===== src/rtl/sap1_mar.sv =====
// SAP-1 Memory Address Register.
// Drives the 4-bit address into the 16x8 program/data memory.
// RUN:   address is loaded from the W bus when Lm (load_n) is low.
// PROG:  address is taken from the front-panel switches on entry and
//        advanced one location per step press.
// SWEEP: address advances automatically, once every SWEEP_DIV clocks,
//        so the memory contents can be reviewed on the display.
// The mode switches, step button and address switches are asynchronous
// and are synchronized here. load_n and bus_in are already in this domain.

module sap1_mar #(
  parameter int ADDR_W      = 4,
  parameter int BUS_W       = 8,
  parameter int SYNC_STAGES = 2,
  parameter int SWEEP_DIV   = 4
) (
  input  logic              clk,
  input  logic              clr_n,
  input  logic [BUS_W-1:0]  bus_in,
  input  logic              load_n,
  input  logic              prog_mode,
  input  logic              sweep_en,
  input  logic [ADDR_W-1:0] sw_addr,
  input  logic              step,
  output logic [ADDR_W-1:0] address,
  output logic [1:0]        mode
);

  // Divider needs at least one bit, even when SWEEP_DIV = 1.
  localparam int DIV_W = (SWEEP_DIV > 1) ? $clog2(SWEEP_DIV) : 1;
  localparam logic [DIV_W-1:0] DIV_LAST = DIV_W'(SWEEP_DIV - 1);

  // Encoding doubles as the mode output: 00 RUN, 01 PROG, 10 SWEEP.
  typedef enum logic [1:0] {
    ST_RUN   = 2'b00,
    ST_PROG  = 2'b01,
    ST_SWEEP = 2'b10
  } state_e;

  // Synchronizer chains: bit/entry 0 is the first stage, the top one is the synced value.
  logic [SYNC_STAGES-1:0] prog_sync_r;
  logic [SYNC_STAGES-1:0] sweep_sync_r;
  logic [SYNC_STAGES-1:0] step_sync_r;
  logic [ADDR_W-1:0]      sw_addr_sync_r [SYNC_STAGES];

  logic              prog_synced_s;
  logic              sweep_synced_s;
  logic              step_synced_s;
  logic [ADDR_W-1:0] sw_addr_synced_s;

  logic              step_prev_r;
  logic              step_pulse_s;

  state_e            state_r;
  state_e            state_nxt_s;
  logic [ADDR_W-1:0] addr_r;
  logic [ADDR_W-1:0] addr_nxt_s;
  logic [DIV_W-1:0]  div_r;
  logic [DIV_W-1:0]  div_nxt_s;

  // Upper bus bits carry data, not address; they are deliberately dropped.
  logic unused_bus_s;
  assign unused_bus_s = ^bus_in[BUS_W-1:ADDR_W];

  // Shift every asynchronous input through its synchronizer chain.
  always_ff @(posedge clk or negedge clr_n) begin
    if (!clr_n) begin
      prog_sync_r  <= {SYNC_STAGES{1'b0}};
      sweep_sync_r <= {SYNC_STAGES{1'b0}};
      step_sync_r  <= {SYNC_STAGES{1'b0}};
      for (int i = 0; i < SYNC_STAGES; i++) begin
        sw_addr_sync_r[i] <= {ADDR_W{1'b0}};
      end
    end else begin
      prog_sync_r  <= {prog_sync_r[SYNC_STAGES-2:0], prog_mode};
      sweep_sync_r <= {sweep_sync_r[SYNC_STAGES-2:0], sweep_en};
      step_sync_r  <= {step_sync_r[SYNC_STAGES-2:0], step};
      sw_addr_sync_r[0] <= sw_addr;
      for (int i = 1; i < SYNC_STAGES; i++) begin
        sw_addr_sync_r[i] <= sw_addr_sync_r[i-1];
      end
    end
  end

  assign prog_synced_s    = prog_sync_r[SYNC_STAGES-1];
  assign sweep_synced_s   = sweep_sync_r[SYNC_STAGES-1];
  assign step_synced_s    = step_sync_r[SYNC_STAGES-1];
  assign sw_addr_synced_s = sw_addr_sync_r[SYNC_STAGES-1];

  // Remember the previous synced step level for rising-edge detection.
  always_ff @(posedge clk or negedge clr_n) begin
    if (!clr_n) begin
      step_prev_r <= 1'b0;
    end else begin
      step_prev_r <= step_synced_s;
    end
  end

  // One pulse per press, however long the button is held.
  assign step_pulse_s = step_synced_s & ~step_prev_r;

  // Target mode is a pure function of the synced switches.
  always_comb begin
    state_nxt_s = ST_RUN;
    if (!prog_synced_s) begin
      state_nxt_s = ST_RUN;
    end else if (sweep_synced_s) begin
      state_nxt_s = ST_SWEEP;
    end else begin
      state_nxt_s = ST_PROG;
    end
  end

  // Next address and divider. A mode change takes priority over any step,
  // load or sweep tick in the same cycle.
  always_comb begin
    addr_nxt_s = addr_r;
    div_nxt_s  = {DIV_W{1'b0}};
    if (state_nxt_s != state_r) begin
      div_nxt_s = {DIV_W{1'b0}};
      if (state_nxt_s == ST_PROG) begin
        addr_nxt_s = sw_addr_synced_s;
      end else begin
        addr_nxt_s = addr_r;
      end
    end else begin
      case (state_r)
        ST_RUN: begin
          div_nxt_s = {DIV_W{1'b0}};
          if (!load_n) begin
            addr_nxt_s = bus_in[ADDR_W-1:0];
          end else begin
            addr_nxt_s = addr_r;
          end
        end
        ST_PROG: begin
          div_nxt_s = {DIV_W{1'b0}};
          if (step_pulse_s) begin
            addr_nxt_s = addr_r + ADDR_W'(1);
          end else begin
            addr_nxt_s = addr_r;
          end
        end
        ST_SWEEP: begin
          if (div_r == DIV_LAST) begin
            div_nxt_s  = {DIV_W{1'b0}};
            addr_nxt_s = addr_r + ADDR_W'(1);
          end else begin
            div_nxt_s  = div_r + DIV_W'(1);
            addr_nxt_s = addr_r;
          end
        end
        default: begin
          div_nxt_s  = {DIV_W{1'b0}};
          addr_nxt_s = addr_r;
        end
      endcase
    end
  end

  // Mode, address and divider registers.
  always_ff @(posedge clk or negedge clr_n) begin
    if (!clr_n) begin
      state_r <= ST_RUN;
      addr_r  <= {ADDR_W{1'b0}};
      div_r   <= {DIV_W{1'b0}};
    end else begin
      state_r <= state_nxt_s;
      addr_r  <= addr_nxt_s;
      div_r   <= div_nxt_s;
    end
  end

  assign address = addr_r;
  assign mode    = state_r;

endmodule


===== config.mk =====
export PLATFORM = sky130hd
export DESIGN_NAME = sap1_mar
export DESIGN_NICKNAME = d
export VERILOG_FILES = /design/src/rtl/sap1_mar.sv
export SDC_FILE = /design/constraint.sdc
export NUM_CORES = 1
export LEC_CHECK = 0
export CORE_UTILIZATION = 39
export DETAILED_ROUTE_END_ITERATION = 6
export PLACE_DENSITY_LB_ADDON = 0.05
export SYNTH_ARGS = -nofsm -noshare
export SYNTH_HDL_FRONTEND = slang
export SYNTH_SLANG_ARGS = --single-unit

===== constraint.sdc =====
create_clock -name clk -period 1.9 [get_ports clk]
set_input_delay 0.475 -clock clk [delete_from_list [all_inputs] [get_ports clk]]
set_output_delay 0.475 -clock clk [all_outputs]
set_load 0.03 [all_outputs]

==> metrics.json <==
{
  "power": {
    "vdd_ir_drop_max_mv": 0.621,
    "power.share.sequential_pct": 51.7,
    "share_comb_of_total_power_pct": 27.8,
    "leakage_uw": 0.000581,
    "switching_share_pct": 29.7,
    "int_pwr_uw": 776,
    "powerDensity_nw_per_um2": 887,
    "pwr-share-clk_pct": 20.6,
    "p_switching_uw": 328
  },
  "sta": {
    "timing.final.crit_period_ns": 1.81,
    "setup_viol": 0,
    "post-route-worst-setup-slack_ns": 0.0924,
    "tns_ns": 0,
    "slew_headroom_pct": 79.0,
    "skew_ns": 0.00339,
    "tightestPinTransition_ns": 0.314,
    "rsz0062_at_grt": "false",
    "final_min_period_over_clock_period_pct": 95.1,
    "hold_viol_final": 0,
    "report.final.slew_viol_count": 0,
    "fmax_mhz": 553
  },
  "setup_path": {
    "critical_path_launch_point_type": "flip-flop",
    "worst_setup_path_end_kind": "flip-flop",
    "timing.critical_path.arrival_ns": 2.02,
    "critPathRequiredTime_ns": 2.11,
    "timing.critical_path.fanout_max": 8,
    "crit_type": "reg -> reg"
  },
  "placed_design": {
    "pre_cts_ws_ns": 0.00810,
    "placement.io_buffers": 19,
    "gp_routability_congestion": 0.774,
    "dp_hpwl_mm": 1.00
  },
  "run_status": {
    "result_of_the_run": "complete, no violations"
  },
  "global_routing": {
    "grt.overflow.total": 0,
    "antenna_found_initial": 0,
    "grt_max_degree": 24,
    "first_pass_grt_wire_length_mm": 2.50,
    "grt_use_total_pct": 13.6,
    "via_count_of_the_first_global_routing_pass": 624
  },
  "floorplanning": {
    "io_pins": 24,
    "total_core_area_um2": 2230,
    "fp.dieW_um": 51.0,
    "die_area_um2": 2600,
    "placementRows": 17,
    "floorplan.initialDensity_pct": 41.9,
    "die_h_um": 51.0
  },
  "synth": {
    "yosysWarningCount": 0,
    "synthDominantAreaCellType": "dfrtp_1",
    "synthTopCellsByArea": "dfrtp_1 (61%), ha_1 (6.7%), mux2_2 (4.8%)",
    "ys_types": 23,
    "syn_nets": 88,
    "yosysSeqAreaShare_pct": 61.5,
    "syn_inst": 65,
    "summed_instance_area_of_the_synthesized_netlist_um2": 936,
    "post-synth-top-area-fraction_pct": 61.5,
    "synthesis.area_per_instance_um2": 14.4,
    "yosys_register_bits": 23
  },
  "clock_network": {
    "cts_max_level": 1,
    "clk_transition_reported_paths_ns": 0.13,
    "hold_buffers": 0,
    "insertion_delay_ns": 0.31,
    "root_buffer_master": "clkbuf_4",
    "clock_sink_count": 23,
    "tritoncts": "yes",
    "ctsLongestPathBuffers": 2,
    "cts_inserted_buffers": 3
  },
  "layout": {
    "final_nets": 117,
    "area_delta_synth_final_pct": 33.0,
    "n_antenna_cell": 0,
    "layout-drive-gt1-share_pct": 25.8,
    "final.fill_count": 209,
    "final_core_utilization_pct": 55.7
  },
  "drt": {
    "drc": 0,
    "drtIter0Drc": 3,
    "routedWlPerCell_um": 11.5,
    "route.antenna.remaining_nets": 0,
    "routed_via_density": 4.74,
    "1st_pass_router_iterations": 4,
    "routed_wire_length_mm": 1.39,
    "num_vias": 574
  },
  "job": {
    "timing.max_cap.violations": 0
  },
  "worst_hold_path": {
    "min-delay-path-class": "reg -> reg"
  }
}
## sequential cells by signal, summed over array words and instances (netlist names)
| signal | count |
|---|---|
| step_sync_r | 2 |
| div_r | 2 |
| sw_addr_synced_s | 4 |
| sw_addr_sync_r | 4 |
| sweep_sync_r | 2 |
| step_prev_r | 1 |
| prog_sync_r | 2 |
| address | 4 |
| mode | 2 |
## metal layers
layer | GRT usage [%] | share of wire (%) | vias up
met5 | 0 | 0 | -
met4 | 5.56 | 1.0 | 0
met2 | 24.1 | 47 | 16
li1 | - | - | 281
met3 | 5.36 | 6.2 | 2
met1 | 14.0 | 45 | 275
## cells by family after synthesis
group	synth area share (%)
fa+ha+maj	6.68
xor+xnor	1.87
compound gates	6.55
mux	11.8
simple gates	9.62
buf+inv	2.01
flops	61.5
## Yosys cell counts
master / count
a211o_4: 1
a211oi_1: 1
a21oi_1: 1
a222oi_1: 1
a311oi_1: 1
a31oi_2: 1
and2_1: 1
and3_2: 2
and4b_1: 1
dfrtp_1: 23
ha_1: 5
inv_1: 5
mux2_2: 4
mux2_4: 3
mux2i_1: 2
nand2_1: 1
nand2b_1: 2
nand3_1: 1
nor2_1: 2
nor2b_2: 1
nor3_1: 3
or3_1: 1
xnor2_1: 2
## metrics by stage
step                cells  power [uW]  hold slack, ns  area [um2]
finish                121        1100           0.361        1240
global route          121        1170           0.375        1240
CTS                   120        1120           0.365        1220
detailed placement    116         896           0.335        1190
global placement      116         892           0.332        1190
floorplan              65         767           0.179         938
## power by group through the flow
stage	combinational [uW]	clock [uW]	sequential, uW
2_1_floorplan	130	0	637
3_3_place_gp	310	0	582
3_5_place_dp	314	0	582
4_1_cts	303	244	572
5_1_grt	336	258	579
6_report	307	227	570
## critical path, cell delays in order, from the launching register on
cell	delay, ns
dfrtp_2	0.44
buf_4	0.14
nor2b_2	0.17
a211o_4	0.40
mux2_4	0.31
mux2_2	0.25
## final timing paths
check                      slack, ns  cells after the start                        start                            end
hold / removal                  0.36                      0  sw_addr_sync_r[4]$_DFF_PN0_  sw_addr_synced_s[0]$_DFF_PN0_
setup reg to reg                0.09                      5            mode[0]$_DFF_PN0_         address[1]$_DFFE_PN0P_
setup / recovery                0.09                      5            mode[0]$_DFF_PN0_         address[1]$_DFFE_PN0P_
min in group asynchronous       0.49                      2                        clr_n         address[1]$_DFFE_PN0P_
hold reg to reg                 0.36                      0  sw_addr_sync_r[4]$_DFF_PN0_  sw_addr_synced_s[0]$_DFF_PN0_
max in group asynchronous       1.16                      2                        clr_n              mode[1]$_DFF_PN0_
## final cells by class
| type | instances | area, um2 | share of cell area [%] |
|---|---|---|---|
| flip-flops and latches | 23 | 578 | 46.4 |
| multi-input cells | 37 | 355 | 28.5 |
| repair buffers | 24 | 228 | 18.3 |
| well taps | 28 | 35.0 | 2.81 |
| clock buffers | 3 | 22.5 | 1.81 |
| inverters | 5 | 18.8 | 1.51 |
| clock inverters | 1 | 7.51 | 0.603 |
## cells in the final DEF, fill, tap and decap left out, types with 2 or more instances in the layout
master and count:
dfrtp_1 21, clkdlybuf4s50_1 13, inv_1 5, ha_1 5, buf_4 5, mux2_2 4, dlygate4sd2_1 4, nor3_1 3
mux2_4 3, clkbuf_4 3, nand2b_1 2, and3_2 2, xnor2_1 2, mux2i_1 2, nor2_1 2, dfrtp_2 2
dlymetal6s2s_1 2
## repair_timing
action / in CTS / in global routing
gates resized for setup: 4 / 4
endpoints found under the setup margin: 4 / 5
pin swaps: 0 / 1
buffers inserted: 0 / 1
No activity file was read; power rests on OpenSTA's default activity.
